`src/rtl/vec_lsu_seq.sv`:
```
// vec_lsu_seq: strided vector load/store sequencer; define VEC_LSU_STATS_EN to build the statistics counters
module vec_lsu_seq #(
  parameter int WIDTH = 32,
  parameter int DEPTH = 10,
  parameter int VL_W  = 7
) (
  input  logic             clk,
  input  logic             rst,
  input  logic             req_valid,
  output logic             req_ready,
  input  logic             req_store,
  input  logic [DEPTH-1:0] req_base,
  input  logic [DEPTH-1:0] req_stride,
  input  logic [VL_W-1:0]  req_vl,
  output logic [DEPTH-1:0] mem_addr_read,
  input  logic [WIDTH-1:0] mem_rd,
  output logic [DEPTH-1:0] mem_addr_write,
  output logic [WIDTH-1:0] mem_wdata,
  output logic             mem_w_en,
  output logic             ld_valid,
  input  logic             ld_ready,
  output logic [WIDTH-1:0] ld_data,
  output logic             ld_last,
  input  logic             st_valid,
  output logic             st_ready,
  input  logic [WIDTH-1:0] st_data,
  output logic             busy,
  output logic             done,
  output logic [15:0]      stat_ld_cnt,
  output logic [15:0]      stat_st_cnt,
  output logic [15:0]      stat_stall
);
  typedef enum logic [1:0] {IDLE, LOAD, DRAIN, STORE} state_t;
  state_t           r_state;
  logic [DEPTH-1:0] r_cur_addr, r_stride, r_rd_hold;
  logic [VL_W-1:0]  r_vl, r_cnt;
  logic [WIDTH-1:0] r_ld_data;
  logic             r_ld_valid, r_ld_last, r_done;
  logic             w_cap, w_wr, w_last, w_ld_hs;
  assign w_ld_hs        = r_ld_valid & ld_ready;
  assign w_cap          = (r_state == LOAD) & (~r_ld_valid | ld_ready);
  assign w_wr           = (r_state == STORE) & st_valid;
  assign w_last         = (r_cnt + VL_W'(1)) == r_vl;
  assign req_ready      = r_state == IDLE;
  assign busy           = r_state != IDLE;
  assign st_ready       = r_state == STORE;
  assign mem_w_en       = w_wr;
  assign mem_addr_write = r_cur_addr;
  assign mem_wdata      = st_data;
  assign mem_addr_read  = (r_state == LOAD) ? r_cur_addr : r_rd_hold;
  assign ld_valid       = r_ld_valid;
  assign ld_data        = r_ld_data;
  assign ld_last        = r_ld_last;
  assign done           = r_done;
  // sequencer: request capture, element stepping and the one-entry load output register
  always_ff @(posedge clk) begin
    if (rst) begin
      r_state    <= IDLE;
      r_cur_addr <= '0;
      r_stride   <= '0;
      r_rd_hold  <= '0;
      r_vl       <= '0;
      r_cnt      <= '0;
      r_ld_data  <= '0;
      r_ld_valid <= 1'b0;
      r_ld_last  <= 1'b0;
      r_done     <= 1'b0;
    end else begin
      r_done <= 1'b0;
      if (r_state == LOAD) r_rd_hold <= r_cur_addr;
      if (w_cap | w_wr) begin
        r_cur_addr <= r_cur_addr + r_stride;
        r_cnt      <= r_cnt + VL_W'(1);
      end
      if (w_cap) begin
        r_ld_valid <= 1'b1;
        r_ld_data  <= mem_rd;
        r_ld_last  <= w_last;
      end else if (w_ld_hs) begin
        r_ld_valid <= 1'b0;
        r_ld_last  <= 1'b0;
      end
      case (r_state)
        IDLE: if (req_valid) begin
          r_cur_addr <= req_base;
          r_stride   <= req_stride;
          r_vl       <= req_vl;
          r_cnt      <= '0;
          if (req_vl == '0) r_done <= 1'b1;
          else r_state <= req_store ? STORE : LOAD;
        end
        LOAD: if (w_cap & w_last) r_state <= DRAIN;
        DRAIN: if (w_ld_hs & r_ld_last) begin
          r_state <= IDLE;
          r_done  <= 1'b1;
        end
        STORE: if (w_wr & w_last) begin
          r_state <= IDLE;
          r_done  <= 1'b1;
        end
      endcase
    end
  end
`ifdef VEC_LSU_STATS_EN
  logic [15:0] r_ld_cnt, r_st_cnt, r_stall;
  logic        w_stall;
  assign w_stall = ((r_state == LOAD || r_state == DRAIN) & r_ld_valid & ~ld_ready) | ((r_state == STORE) & ~st_valid);
  // saturating statistics counters
  always_ff @(posedge clk) begin
    if (rst) begin
      r_ld_cnt <= '0;
      r_st_cnt <= '0;
      r_stall  <= '0;
    end else begin
      if (w_ld_hs && ~&r_ld_cnt) r_ld_cnt <= r_ld_cnt + 16'd1;
      if (w_wr && ~&r_st_cnt) r_st_cnt <= r_st_cnt + 16'd1;
      if (w_stall && ~&r_stall) r_stall <= r_stall + 16'd1;
    end
  end
  assign stat_ld_cnt = r_ld_cnt;
  assign stat_st_cnt = r_st_cnt;
  assign stat_stall  = r_stall;
`else
  assign stat_ld_cnt = '0;
  assign stat_st_cnt = '0;
  assign stat_stall  = '0;
`endif
endmodule

```
`config.mk`:
```
export PLATFORM = sky130hd
export DESIGN_NAME = vec_lsu_seq
export DESIGN_NICKNAME = d
export VERILOG_FILES = /design/src/rtl/vec_lsu_seq.sv
export SDC_FILE = /design/constraint.sdc
export NUM_CORES = 1
export LEC_CHECK = 0
export CELL_PAD_IN_SITES_DETAIL_PLACEMENT = 0
export CELL_PAD_IN_SITES_GLOBAL_PLACEMENT = 2
export CORE_UTILIZATION = 22
export CTS_BUF_LIST = sky130_fd_sc_hd__clkbuf_8
export DETAILED_ROUTE_END_ITERATION = 16
export PLACE_DENSITY = 0.88
export REMOVE_ABC_BUFFERS = 1
export SYNTH_ARGS = -nofsm -noshare
export SYNTH_HDL_FRONTEND = slang
export SYNTH_SLANG_ARGS = --single-unit
```
`constraint.sdc`:
```
create_clock -name clk -period 4.1 [get_ports clk]
set_clock_uncertainty 0.2 [all_clocks]
set_input_delay 0.82 -clock clk [delete_from_list [all_inputs] [get_ports clk]]
set_output_delay 0.82 -clock clk [all_outputs]
set_load 0.02 [all_outputs]
```
==> run metrics, run 1 <==
CTS Sinks=81; sequential share of the synthesized area=0.379; NumNets Final=736; post-CTS resize count=0; Worst-path clk slew=0.09 ns; worst hold path type=flop to flop; Yosys warning count=0; WP data required=3.08 ns; port bufs=123; IO Count=236; Crit Path Max Fanout=4; largest net degree at the start of global routing=39; synth unique cells=53; Non-Filler Instances=892; fin util=0.294; xor-xnor portion of the synthesized cell area=0.0348; CP startpoint kind=input pin; Post-Layout Inst Area=5550 sq um; CTS Hold Buffers Added=0; final-report hold violation count=0; RSZ-0062 raised after global routing=false; grt total ovfl=0; antenna violations before repair=0; Switching Fraction=0.330; Int Pwr=1.42 mW; mux contribution to synthesized area=0.00498; TritonRoute pass-1 iters=4; dpl cells=877; wire per inst=14.4 um; Root Driver=clkbuf_8; Max-slew headroom=0.579; max cap viols=0; share of cells above drive strength 1=0.0459; die extent in x=141 um; Post-Synthesis Cells=545; Max Root-Sink Buffers=2; Antenna Nets Post-Route=0; most common cell in the synthesized netlist=nand2_1; Setup violations, final=0; routability cong.=0.752; post-DP HPWL=9500 um; number of fill cells=2,090; Max Slew Vio Count=0; Initial Util=0.226; setup TNS=0 ns; clock share of power=0.285; crit path kind=input pin to output port; pre-CTS WS=0.858 ns; largest family of logic cells by synthesized area=simple AND/OR/NAND/NOR gates; top post-synthesis cells by count=nand2_1 (148), dfxtp_1 (81), buf_4 (80); final WL=12,900 um; Adder-Cell Fraction of Synth Area=0.0339; Synth Area in Compound Gates=0.155; Layout area overhead=29.9%; Max Freq=310 MHz; total power=2.12 mW; Worst Tran Pin Value=0.632 ns; First DRT Iteration DRCs=152; Placed Area=5360 sq um; GRT Total Usage=0.130; Synth Cell Area=4280 sq um; status=complete, no violations; CTS Buf Count=9; leak pwr=2.13 nW; Synth Register Bits=81; DRC errors left=0; Post-Synth Simple-Gate Area=0.220; Period minus WS final=3.23 ns; Synth area leaders=dfxtp_1 (38%), buf_4 (14%), nand2_1 (13%), a21oi_1 (7.1%), ha_1 (2.9%); top cell type's share of synthesized area=0.379; first-pass GRT wire length=19,600 um; largest area contributor in the netlist=dfxtp_1; EDFF count, synth=0; Arr. time, crit path=2.21 ns; CORE AREA=18,900 sq um; htree depth=3; Cell Rows=50; PwrDens=382 nW/um^2; Gate power share=0.288; number of vias per cell=4.11; Avg Synthesized Cell Area=7.84 sq um; die height=141 um; Clock Latency Late Sink=0.37 ns; number of global-route vias before repair=3,423; final hold slack=0.255 ns; Post-CTS Repair Setup Buffers=0; worst vdd ir=0.166 mV; crit path capture type=output port; Net Sw Power=698 uW; Final Cycle Share=0.787; ANT cells=0; die area=20,000 sq um; Flop pwr share=0.427; detailed-route via count=3,668; CTS tree=done; final worst slack=0.872 ns; Synth Flop Type=dfxtp_1; ys async rst share=0
layout make-up:
class	instances	area [sq um]	area share
well taps	260	325	0.0586
multi-input cells	399	2100	0.378
clock buffers	11	151	0.0273
clock inverters	4	45.0	0.00811
repair buffers	131	1290	0.232
flip-flops and latches	81	1620	0.292
inverters	6	22.5	0.00406
critical path, cell delays in order:
cell	delay, ns
clkdlybuf4s50_1	0.47
and3_2	0.25
clkdlybuf4s50_1	0.66
worst paths after layout:
path,startpoint,endpoint,slack [ns],depth (start not counted)
worst min register to register,ld_data[10]$_SDFFE_PP0P_,ld_data[10]$_SDFFE_PP0P_,0.26,2
worst min-delay path,ld_data[10]$_SDFFE_PP0P_,ld_data[10]$_SDFFE_PP0P_,0.26,2
worst max register to register,r_state[0]$_SDFFE_PP0P_,mem_addr_write[9]$_SDFF_PP0_,1.57,6
worst max-delay path,st_valid,mem_w_en,0.87,3
cell families after synthesis:
kind of cell,after synthesis
AO/OA/AOI/OAI,108
XOR/XNOR,17
adder cells (fa/ha/maj),11
buffers and inverters,112
flip-flops,81
multiplexers,2
other,1
AND/OR/NAND/NOR,213
placed cells by master, fill, tap and decap left out, types with 10 or more instances in the layout:
cell / count
ha_1: 10
o21ai_0: 15
nor2_1: 18
xnor2_1: 11
and2_1: 14
clkbuf_8: 11
clkdlybuf4s50_1: 122
nand2_1: 148
a21oi_1: 61
conb_1: 48
dfxtp_1: 81
state kept, by name (all words and copies together) (netlist names):
register        cells
r_state             2
done                1
r_stride           10
ld_valid            1
r_rd_hold          10
r_cnt               7
ld_last             1
ld_data            32
r_vl                7
mem_addr_write     10
per-layer routing:
metal,global-route usage,vias up,part of all wire
met2,0.194,133,0.44
li1,-,1843,-
met4,0.0289,0,0.0088
met5,0,-,0
met1,0.165,1685,0.45
met3,0.0688,7,0.093
power groups by stage:
| stage | Sequential (mW) | Clock [mW] | Combinational [mW] |
|---|---|---|---|
| 6_report | 0.905 | 0.604 | 0.610 |
| 5_1_grt | 0.916 | 0.669 | 0.668 |
| 4_1_cts | 0.906 | 0.635 | 0.619 |
| 3_5_place_dp | 0.924 | 0 | 0.616 |
| 3_3_place_gp | 0.923 | 0 | 0.616 |
| 2_1_floorplan | 0.962 | 0 | 0.289 |
No activity file was read; power rests on OpenSTA's default activity.
==> inputs of run 2 (changes only) <==
Settings changed: CORE_UTILIZATION 22 to 19, PLACE_DENSITY 0.88 to 0.81.
Clock period 4.1 ns to 2.8 ns, I/O delays scaled along.
==> run 2 against run 1 <==
- the run now ends with design-rule violations left
- setup slack lost 0.78 ns
- cell count rose by 3.5%
- sequential cell count is the same
- die area is 16% higher
- sequential power grew 47%
- first-iteration DRC count grew 24%
- largest cell class unchanged
- critical path depth is the same
- highest routed layer unchanged
- via count is 0.71% higher
- routed wire length is 7.0% higher
- count of clock-buffer cells in the layout shrank 1
- total power grew 57%
- critical path type unchanged
- worst hold slack barely moved
==> run metrics, run 2 (synthesized netlist as in run 1, its figures left out) <==
status=finished with violations; failing checks=design-rule violations; RSZ-0062 raised after global routing=false; fin util=0.260; Initial Util=0.195; setup TNS=0 ns; Period minus WS final=2.71 ns; Layout area overhead=33.4%; htree depth=3; Worst Tran Pin Value=0.583 ns; final WL=13,800 um; WP data required=2.04 ns; crit path kind=input pin to output port; detailed-route via count=3,694; number of fill cells=2,381; die extent in x=152 um; First DRT Iteration DRCs=189; final-report hold violation count=0; CTS Hold Buffers Added=0; final hold slack=0.256 ns; die height=152 um; GRT Total Usage=0.120; number of vias per cell=4.00; PwrDens=584 nW/um^2; worst hold path type=flop to flop; Non-Filler Instances=923; Max Slew Vio Count=0; Placed Area=5450 sq um; final worst slack=0.0918 ns; DRC errors left=22; max FFs per register=32; dpl cells=906; worst vdd ir=0.232 mV; ANT cells=0; port bufs=123; CTS Sinks=81; Max Freq=369 MHz; Final Cycle Share=0.967; NumNets Final=746; commonest non-fill, non-tap cell in the layout=nand2_1; CORE AREA=22,000 sq um; Antenna Nets Post-Route=0; TritonRoute pass-1 iters=10; number of global-route vias before repair=3,465; R2R cell count=6; leak pwr=2.22 nW; FF/Latch Area=1620 sq um; Max Root-Sink Buffers=2; Arr. time, crit path=1.95 ns; pre-CTS WS=0.0986 ns; first-pass GRT wire length=20,900 um; antenna violations before repair=0; CTS Buf Count=9; grt total ovfl=0; Hold Path Cell Cnt=2; Cell Rows=54; Clock Latency Late Sink=0.37 ns; Setup violations, final=0; IO Count=236; largest net degree at the start of global routing=42; Post-Layout Inst Area=5700 sq um; share of cells above drive strength 1=0.0669; Max-slew headroom=0.610; max cap viols=0; Root Driver=clkbuf_8; Crit Path Max Fanout=4; CTS tree=done; routability cong.=0.762; CP startpoint kind=input pin; multi-input logic area=2100 sq um; commonest non-fill, non-tap cells in the layout=nand2_1 (148), clkdlybuf4s50_1 (120), dfxtp_1 (79); Worst-path clk slew=0.08 ns; die area=23,100 sq um; post-DP HPWL=10,200 um; total power=3.33 mW; wire per inst=14.9 um; crit path capture type=output port
-- run 2: routing by layer --
layer	GRT usage	up-vias	routed length, um
met3	0.0465	15	940
met4	0.0384	0	201
met5	0.00621	-	0
met2	0.179	130	5980
li1	-	1875	-
met1	0.156	1674	6650
-- run 2: worst paths after layout --
path                           start                       to  slack [ns]
max                         st_valid                 mem_w_en        0.09
min          ld_data[4]$_SDFFE_PP0P_  ld_data[4]$_SDFFE_PP0P_        0.26
max reg2reg      r_cnt[0]$_SDFF_PP0_  r_state[1]$_SDFFE_PP0P_        0.31
min reg2reg  ld_data[4]$_SDFFE_PP0P_  ld_data[4]$_SDFFE_PP0P_        0.26
-- run 2: final cells by class --
cell class | instances | share of cell area
clock buffer | 10 | 0.0241
multi-input combinational | 399 | 0.368
timing repair buffer | 141 | 0.239
sequential | 81 | 0.285
tap | 280 | 0.0614
inverter | 6 | 0.00395
clock inverter | 6 | 0.0186
-- run 2: timing repair --
action / CTS / global route
hold endpoints to repair: 0 / 0
endpoints found under the setup margin: 4 / 9
setup buffers: 1 / 0
gates resized for setup: 2 / 2
cloned: 0 / 0
-- run 2: report_power, final --
part	switching, mW	internal, mW	leakage [nW]
Clock	0.460	0.612	0.124
Sequential	0.0830	1.25	0.662
Combinational	0.527	0.402	1.44
-- run 2: critical path, stage by stage --
cell and delay, ns:
clkdlybuf4s50_1 0.48, and3_2 0.28, clkdlybuf4s50_1 0.63
==> inputs of run 3 (changes only) <==
Settings changed: TNS_END_PERCENT set to 1.
==> results of run 3 <==
The final DEF is identical to that of run 2; final timing and power are the same.
